$ cat src/rtl/pc_pkg.sv
// Shared definitions for the program-counter generator: FSM state encoding
// and default geometry constants.
package pc_pkg;

  typedef enum logic [1:0] {
    ST_BOOT = 2'd0,
    ST_RUN  = 2'd1,
    ST_WAIT = 2'd2,
    ST_ERR  = 2'd3
  } pc_state_e;

  localparam int unsigned PC_XLEN_DEF = 32;
  localparam int unsigned PC_STEP_DEF = 4;
  localparam int unsigned PC_CNT_W    = 32;

endpackage : pc_pkg

$ cat src/rtl/pc_gen.sv
// Fetch-address generator: sequential PC stepping with stall, valid/ready
// fetch handshake, redirect with alignment checking, and an accepted-fetch count.
module pc_gen
  import pc_pkg::*;
#(
  parameter int unsigned      XLEN      = PC_XLEN_DEF,
  parameter logic [XLEN-1:0]  RESET_VEC = '0,
  parameter int unsigned      STEP      = PC_STEP_DEF
) (
  input  logic                clk,
  input  logic                rst,
  input  logic                stall_i,
  input  logic                redirect_i,
  input  logic [XLEN-1:0]     redirect_pc_i,
  input  logic                fetch_ready_i,
  output logic                fetch_valid_o,
  output logic [XLEN-1:0]     pc_o,
  output logic                misalign_o,
  output logic [PC_CNT_W-1:0] fetch_cnt_o
);

  if ((STEP < 1) || ((STEP & (STEP - 1)) != 0)) begin : g_bad_step
    $error("pc_gen: STEP must be a power of two and at least 1");
  end

  localparam logic [XLEN-1:0] STEP_INC  = XLEN'(STEP);
  localparam logic [XLEN-1:0] STEP_MASK = XLEN'(STEP - 1);

  // Alignment is a mask of the low log2(STEP) bits; STEP=1 gives an empty mask.
  function automatic logic is_aligned(input logic [XLEN-1:0] addr);
    return (addr & STEP_MASK) == '0;
  endfunction

  function automatic logic [XLEN-1:0] seq_next(input logic [XLEN-1:0] addr);
    return addr + STEP_INC;
  endfunction

  pc_state_e             state_q, state_d;
  logic [XLEN-1:0]       pc_q, pc_d;
  logic                  mis_q, mis_d;
  logic [PC_CNT_W-1:0]   cnt_q, cnt_d;
  logic                  valid;
  logic                  hs;

  always_comb begin
    valid = 1'b0;
    unique case (state_q)
      ST_BOOT: valid = 1'b0;
      ST_RUN:  valid = !stall_i;
      ST_WAIT: valid = 1'b1;
      ST_ERR:  valid = 1'b0;
      default: valid = 1'b0;
    endcase
    if (rst) begin
      valid = 1'b0;
    end
  end

  assign hs = valid & fetch_ready_i;

  always_comb begin
    state_d = state_q;
    pc_d    = pc_q;
    mis_d   = mis_q;
    cnt_d   = cnt_q;

    if (hs) begin
      cnt_d = cnt_q + 1'b1;
    end

    // Redirect wins over stall, a pending request and the handshake's PC step.
    if (redirect_i) begin
      pc_d = redirect_pc_i;
      if (is_aligned(redirect_pc_i)) begin
        state_d = ST_RUN;
        mis_d   = 1'b0;
      end else begin
        state_d = ST_ERR;
        mis_d   = 1'b1;
      end
    end else begin
      unique case (state_q)
        ST_BOOT: state_d = ST_RUN;
        ST_RUN, ST_WAIT: begin
          if (hs) begin
            pc_d    = seq_next(pc_q);
            state_d = ST_RUN;
          end else if (valid) begin
            state_d = ST_WAIT;
          end
        end
        ST_ERR:  state_d = ST_ERR;
        default: state_d = ST_BOOT;
      endcase
    end
  end

  always_ff @(posedge clk) begin
    if (rst) begin
      state_q <= ST_BOOT;
      pc_q    <= RESET_VEC;
      mis_q   <= 1'b0;
      cnt_q   <= '0;
    end else begin
      state_q <= state_d;
      pc_q    <= pc_d;
      mis_q   <= mis_d;
      cnt_q   <= cnt_d;
    end
  end

  assign fetch_valid_o = valid;
  assign pc_o          = pc_q;
  assign misalign_o    = mis_q;
  assign fetch_cnt_o   = cnt_q;

endmodule : pc_gen

$ cat config.mk
export PLATFORM = sky130hd
export DESIGN_NAME = pc_gen
export DESIGN_NICKNAME = d
export VERILOG_FILES = /design/src/rtl/pc_pkg.sv /design/src/rtl/pc_gen.sv
export SDC_FILE = /design/constraint.sdc
export NUM_CORES = 1
export LEC_CHECK = 0
export BUFFER_PORTS_ARGS = -buffer_cell sky130_fd_sc_hd__buf_2
export CORE_ASPECT_RATIO = 1.75
export CORE_MARGIN = 2
export CORE_UTILIZATION = 47
export DETAILED_ROUTE_END_ITERATION = 8
export PLACE_DENSITY = 0.79
export REMOVE_ABC_BUFFERS = 1
export SYNTH_ARGS = -nofsm -noshare
export SYNTH_HDL_FRONTEND = slang
export SYNTH_SLANG_ARGS = --single-unit
$ cat constraint.sdc
create_clock -name clk -period 2.1 [get_ports clk]
set_clock_uncertainty 0.2 [all_clocks]
set_input_delay 0.21 -clock clk [delete_from_list [all_inputs] [get_ports clk]]
set_output_delay 0.21 -clock clk [all_outputs]
set_load 0.01 [all_outputs]
# Word-level counts from Yosys, hierarchy flattened
# Index checks and enable logic that the tools add are counted.
# W data, S select, Z words.
[word_totals] output_inout_bits=66 ff_bits=67 inputBits=37 word_cells=30
[op_classes] n_bitwise=1 n_reduce_logical=8 n_eq_ne=4 mux=11 add_sub_neg=2
[op_table] operator="$mux W32" count=3
[op_table] operator="$add A32 B1 Y32 const B" count=1
[op_table] operator="$add A32 B3 Y32 const B" count=1
[op_table] operator="$logic_not A32 Y1" count=1
[op_table] operator="$mux W2" count=4
[op_table] operator="$pmux W2 S3" count=1
[op_table] operator="$eq A2 B2 Y1 const B" count=2
[op_table] operator="$ne A4 B4 Y1 const B" count=1
[op_table] operator="$reduce_bool A2 Y1" count=2
[op_table] operator="$reduce_or A2 Y1" count=2
[op_table] operator="$pmux W1 S3" count=1
[op_table] operator="$eq A2 B1 Y1 const B" count=1
[op_table] operator="$logic_not A2 Y1" count=1
[op_table] operator="$mux W1" count=2
[op_table] operator="$reduce_and A2 Y1" count=1
[op_table] operator="$and A1 B1 Y1" count=1
[op_table] operator="$logic_not A1 Y1" count=1

# Depth between registers and ports, before layout
# Gate-level depths: netlist of run 1.
[depth] word_depth=8 mapped_depth=9 mapped_depth_nobuf=7

# Worst setup path before layout of run 1
# OpenSTA, ideal clock, no wires.
[synth_path] path_type="flip-flop to flip-flop" start="register state_q[1]" end="register cnt_q[30] (netlist: fetch_cnt_o[30])" setup_time_ps=71 required_ps=1829 synth_period_minus_slack_ps=2307 path_buffers=1 slack_ps=-207 arrival_time_ps=2037 stages_incl_launch_ff=9 cell_sequence="dfxtp_1 -> inv_1 -> ha_1 -> nand2b_4 -> buf_6 -> a2111oi_4 -> nand3_4 -> or4_1 -> a21oi_1"
[synth_between] elab_chain_len=5 word_cells_on_any_way=8 classes_between="eq/ne: 3; mux: 2; bitwise: 1; reduce/logical: 2"
[synth_rtl] item="start: declaration" line_no="pc_gen.sv:38" rtl="pc_state_e state_q, state_d;"
[synth_rtl] item="start signal: assignment" line_no="pc_gen.sv:105" rtl="state_q <= state_d;"
[synth_rtl] item="$eq A2 B2 Y1 / $logic_not A2 Y1 (equally long branches)" line_no="pc_gen.sv:47" rtl="unique case (state_q)"
[synth_rtl] item="$reduce_or A2 Y1 (no source line)"
[synth_rtl] item="$pmux W1 S3 (*)" line_no="pc_gen.sv:47"
[synth_rtl] item="$mux W1 (*)" line_no="pc_gen.sv:54" rtl="if (rst) begin"
[synth_rtl] item="$and A1 B1 Y1 (*)" line_no="pc_gen.sv:59" rtl="assign hs = valid & fetch_ready_i;"
[synth_rtl] item="end signal: assignment" line_no="pc_gen.sv:108" rtl="cnt_q <= cnt_d;"
[synth_rtl] item="end: declaration" line_no="pc_gen.sv:41" rtl="logic [PC_CNT_W-1:0] cnt_q, cnt_d;"
# Every way passes the cells marked *; elsewhere a longest branch is shown, timed or not.
# A chain may end at the register's enable or synchronous reset.

# Final worst setup path of run 1
[layout_path] start="register state_q[1]" end="register cnt_q[26] (netlist: fetch_cnt_o[26])"
# The elaborated chain is that of the path after synthesis.

==> impl_metrics.ini, run 1 <==
[min_path]
hold_class = in -> reg
min_path_cells = 4

[drt]
drtAntennaViolNets = 0
dr.pass1.iters = 5
initialDrtViolationCount = 373
drt-vias-per-instance = 5.65
drc = 0
routed_wl_um = 11200
vias = 3960
wl_per_cell_um = 16.0

[worst_setup_path]
reg2reg_depth = 8
path_cells = inv_4 > ha_4 > nand2b_4 > a2111oi_4 > nand3_4 > buf_6 > or3_4 > a21oi_2
crit_path_end_kind = flop
crit_slowest_cell = a2111oi_4
crit_required_ns = 2.17
r2r_setup_slack_ns = -0.04
start_kind = flop
path_max_fanout = 6
max_stage_delay_ns = 0.44
cp_data_arrival_time_ns = 2.21
critical_path_class = reg -> reg

[yosys]
async_flop_share = 0
synthFlopType = dfxtp_1
synth_edf_count = 0
ys.warnings.count = 0
netlist_instances = 443
netlist_area_um2 = 3620
yosysSeqAreaShare = 0.371
synth.distinct_cells = 49
avgSynthCellArea_um2 = 8.17
synth.ff_latch_count = 67

[layout]
drive_gt1_frac = 0.365
stdcell_count = 701
final_common_cell = buf_2
num-nets-final = 652
areaGrowthSynthToFinish_pct = 45.3
diodes = 0
mostFrequentLayoutCells = buf_2, dfxtp_1, buf_4

[timing]
fin_setup_tns_ns = -0.0844
setup_viol = 3
rsz0062_at_grt = yes
fin_ws_ns = -0.0415
worst_slew_pin_slew_ns = 0.608
finalHoldViolCount = 0
maxSlewHeadroom = 0.594
max_freq_ghz = 0.467
whs_ns = 0.00122
fin_crit_ns = 2.14
drv_slew = 0
period_share = 1.02

[job]
maxCapViolations = 0

[power]
pwr-share-comb = 0.171
power_w = 0.00337
p_int_w = 0.00249
power_density_nw_per_um2 = 640
vdd_drop_max_v = 0.000505
pwr-share-seq = 0.410
netSwitchingFraction = 0.260
switchingPower_w = 0.000876
p_leak_nw = 2.34
pwr-share-clk = 0.419

[place]
dp_cells = 661
gp_congestion = 0.860
dpl.hpwl_um = 7540
portBuffers = 102
dp_slack_ns = -0.111

[clock_tree]
cts.sinks = 67
clk_latency_ns = 0.33
clock-root-buffer = clkbuf_16
cts.htree.levels = 3
clockBufferDepth = 2
cts_buffers = 9
path_clk_slew_ns = 0.05
tritoncts = built

[global_route]
gr-total-overflow = 0
antenna_found_initial = 0
track_usage = 0.255
grt_pass1_vias = 3853
grt_max_degree = 32
grt_pass1_wl_um = 17500

[status]
violations = setup timing
status = finished with violations

[floorplanning]
dieHeight_um = 120
num_rows = 42
start_util = 0.482
die_w_um = 70.3
core_um2 = 7510
die_area_um2 = 8440
ioPinCount = 103
area by class of cell:
cell class | instances | area [um2]
fillers | 574 | 2260
repair buffers | 178 | 1130
inverters | 24 | 92.6
clock inverters | 2 | 10.0
flip-flops and latches | 67 | 1350
multi-input cells | 329 | 2300
well taps | 88 | 110
clock buffers | 13 | 270
state kept, by name, summed over array words and instances (netlist names):
register	flops
misalign_o	1
pc_o	32
state_q	2
fetch_cnt_o	32
worst max-delay path: cells and delay by family (launching register included):
| kind | cells | cell delay [ns] |
|---|---|---|
| simple gates | 3 | 0.61 |
| fa+ha+maj | 1 | 0.17 |
| buf+inv | 2 | 0.20 |
| flops | 1 | 0.35 |
| compound gates | 2 | 0.55 |
cells in the mapped netlist (9+ instances only):
cell type	instances	area share
inv_1	24	0.025
xor2_1	32	0.077
clkbuf_1	14	0.015
nor3_1	19	0.026
xnor2_1	13	0.031
nand2_1	30	0.031
nor2b_1	10	0.017
a21oi_1	29	0.040
nor2_1	38	0.039
o21a_1	14	0.029
nand4_1	22	0.038
o21ai_0	14	0.019
nand3_1	22	0.030
nor3b_1	9	0.019
dfxtp_1	67	0.37
path summary, 6_finish.rpt:
check | endpoint | startpoint
setup / recovery | fetch_cnt_o[26]$_SDFFE_PP0P_ | state_q[1]$_SDFFE_PP0P_
hold / removal | pc_o[4]$_SDFFE_PP0P_ | redirect_pc_i[4]
setup reg to reg | fetch_cnt_o[26]$_SDFFE_PP0P_ | state_q[1]$_SDFFE_PP0P_
hold reg to reg | misalign_o$_SDFFE_PP0P_ | misalign_o$_SDFFE_PP0P_
repair_timing:
item | CTS | global route
setup endpoints to repair | 23 | 42
resized for setup | 14 | 39
endpoints found under the hold margin | 15 | 0
setup buffers | 1 | 8
pin swaps | 2 | 14
gates cloned | 0 | 1
hold buffers | 15 | 0
per-layer routing:
| layer | wire length (um) | GRT usage |
|---|---|---|
| met5 | 0 | 0 |
| met1 | 4060 | 0.269 |
| met3 | 621 | 0.0395 |
| met4 | 373 | 0.141 |
| met2 | 6130 | 0.469 |
metrics by stage:
stage          instance area (um2)   util
6_report                      5260  0.700
5_1_grt                       5260  0.700
4_1_cts                       5010  0.667
3_5_place_dp                  4520  0.602
3_3_place_gp                  4520  0.602
2_1_floorplan                 3520      -
logic make-up after synthesis:
logic type,count (synthesis),share of synthesized area
adders and majority gates,6,0.0207
DFF,67,0.371
muxes,8,0.0225
buffers and inverters,47,0.0526
and+or+nand+nor,190,0.283
xor gates and xnor gates,45,0.109
AOI/OAI and AO/OA,80,0.141
power groups by stage:
stage / clock network, W / logic, W / registers [W]
2_1_floorplan: 0 / 0.000193 / 0.00142
3_3_place_gp: 0 / 0.000454 / 0.00139
3_5_place_dp: 0 / 0.000470 / 0.00140
4_1_cts: 0.00142 / 0.000517 / 0.00137
5_1_grt: 0.00149 / 0.000625 / 0.00138
6_report: 0.00141 / 0.000575 / 0.00138
Note: power is estimated with default switching activity, not from simulation.
==> inputs of run 2 (changes only) <==
--- a/config.mk
+++ b/config.mk
@@ -8,9 +8,9 @@
 export BUFFER_PORTS_ARGS = -buffer_cell sky130_fd_sc_hd__buf_2
 export CORE_ASPECT_RATIO = 1.75
 export CORE_MARGIN = 2
-export CORE_UTILIZATION = 47
+export CORE_UTILIZATION = 50
 export DETAILED_ROUTE_END_ITERATION = 8
-export PLACE_DENSITY = 0.79
+export PLACE_DENSITY = 0.8
 export REMOVE_ABC_BUFFERS = 1
 export SYNTH_ARGS = -nofsm -noshare
 export SYNTH_HDL_FRONTEND = slang
==> constraint.sdc (replaced) <==
create_clock -name clk -period 2.4 [get_ports clk]
set_clock_uncertainty 0.2 [all_clocks]
set_input_delay 0.24 -clock clk [delete_from_list [all_inputs] [get_ports clk]]
set_output_delay 0.24 -clock clk [all_outputs]
set_load 0.01 [all_outputs]
==> impl_metrics.ini, run 2 (synthesized netlist as in run 1, its figures left out) <==
[floorplanning]
ioPinCount = 103
num_rows = 41
die_w_um = 68.3
dieHeight_um = 117
die_area_um2 = 7960
start_util = 0.507
core_um2 = 7130

[clock_tree]
clk_latency_ns = 0.34
post-cts-setup-buffer-count = 0
cts.htree.levels = 3
tritoncts = built
clock-root-buffer = clkbuf_16
path_clk_slew_ns = 0.06
clockBufferDepth = 2
cts.sinks = 67
cts_buffers = 9

[timing]
drv_slew = 0
worst_slew_pin_slew_ns = 0.848
setup_viol = 0
rsz0062_at_grt = no
finalHoldViolCount = 0
fin_crit_ns = 2.33
maxSlewHeadroom = 0.431
period_share = 0.970
max_freq_ghz = 0.430
fin_ws_ns = 0.0730

[drt]
initialDrtViolationCount = 229
drt-vias-per-instance = 5.51
dr.pass1.iters = 4
drtAntennaViolNets = 0
wl_per_cell_um = 14.4
routed_wl_um = 9340
drc = 0
vias = 3584

[layout]
mostFrequentLayoutCells = buf_2, dfxtp_1, nor2_1
fillCellCount = 594
num-nets-final = 602
drive_gt1_frac = 0.255
multi_input_area_um2 = 2100
stdcell_count = 650
seq_area_um2 = 1340
final_common_cell = buf_2
areaGrowthSynthToFinish_pct = 29.6
diodes = 0

[worst_setup_path]
start_kind = flop
critical_path_class = reg -> reg
crit_path_end_kind = flop
path_max_fanout = 9
crit_required_ns = 2.43
cp_data_arrival_time_ns = 2.36

[global_route]
track_usage = 0.247
gr-total-overflow = 0
antenna_found_initial = 0
grt_pass1_vias = 3372
grt_pass1_wl_um = 15100
grt_max_degree = 65

[min_path]
hold_class = in -> reg

[place]
portBuffers = 102
gp_congestion = 0.892
dpl.hpwl_um = 6680
dp_slack_ns = 0.0797
dp_cells = 622

[status]
status = complete, no violations

[power]
pwr-share-seq = 0.413
power_density_nw_per_um2 = 626
switchingPower_w = 0.000729
pwr-share-comb = 0.121
p_int_w = 0.00221
vdd_drop_max_v = 0.000425
netSwitchingFraction = 0.248
pwr-share-clk = 0.467
p_leak_nw = 2.04

[job]
maxCapViolations = 0
[run 2: cell types whose count changed in the layout (fill, tap and decap cells not counted), moves of 3 or more]
| cell | previous run | this run |
|---|---|---|
| buf_4 | 59 | 14 |
| a21oi_1 | 24 | 29 |
| a21oi_2 | 5 | 0 |
| nor3_1 | 15 | 19 |
| dlygate4sd3_1 | 15 | 12 |
| ha_1 | 3 | 6 |
| ha_4 | 3 | 0 |
| nor3_2 | 4 | 1 |
| nor4_1 | 3 | 6 |
[run 2: through the flow]
stage / instance area, um2 / TNS (ns) / utilization / hold slack, ns / power [W]
2_1_floorplan: 3520 / -0.536 / - / 0.109 / 0.00141
3_3_place_gp: 4240 / 0 / 0.595 / 0.246 / 0.00156
3_5_place_dp: 4240 / 0 / 0.595 / 0.255 / 0.00157
4_1_cts: 4680 / 0 / 0.656 / 0.00900 / 0.00296
5_1_grt: 4690 / 0 / 0.657 / 0.0460 / 0.00304
6_report: 4690 / 0 / 0.657 / 0.0108 / 0.00294
[run 2: power groups by stage]
stage               sequential (W)  combinational [W]  clock (W)
floorplan                  0.00124           0.000169          0
global placement           0.00123           0.000327          0
detailed placement         0.00123           0.000338          0
CTS                        0.00121           0.000356    0.00139
global route               0.00122           0.000396    0.00143
finish                     0.00121           0.000354    0.00137
[run 2: what timing repair did]
item,4_1_cts,5_1_grt
hold buffers,12,0
setup endpoints to repair,1,6
pin swaps,0,1
hold endpoints to repair,12,0
gates resized for setup,1,2
[run 2: final timing paths]
path                      startpoint  depth (start not counted)                       to  slack, ns
max reg2reg  state_q[0]$_SDFFE_PP0P_                          7    pc_o[15]$_SDFFE_PP0P_       0.07
max          state_q[0]$_SDFFE_PP0P_                          7    pc_o[15]$_SDFFE_PP0P_       0.07
min reg2reg  misalign_o$_SDFFE_PP0P_                          2  misalign_o$_SDFFE_PP0P_       0.27
min                 redirect_pc_i[2]                          4     pc_o[2]$_SDFFE_PP0P_       0.01
[run 2: critical path: stages, from the launching register on]
cell and delay [ns]:
dfxtp_1 0.38, inv_1 0.08, ha_1 0.24, nor2b_1 0.17, o21ai_1 0.67, nor4_1 0.14
xor2_1 0.18, o21a_1 0.18
[run 2: layout make-up]
cell class / instances / area share
clock buffer: 12 / 0.0568
clock inverter: 4 / 0.0101
inverter: 24 / 0.0192
multi-input combinational: 329 / 0.448
sequential: 67 / 0.286
tap: 86 / 0.0230
timing repair buffer: 128 / 0.157
[run 2: per-layer routing]
layer / global-route usage / vias up / routed length, um
met4: 0.123 / 0 / 156
met5: 0 / - / 0
met2: 0.436 / 117 / 4900
met1: 0.278 / 1658 / 3750
li1: - / 1798 / -
met3: 0.0385 / 11 / 540
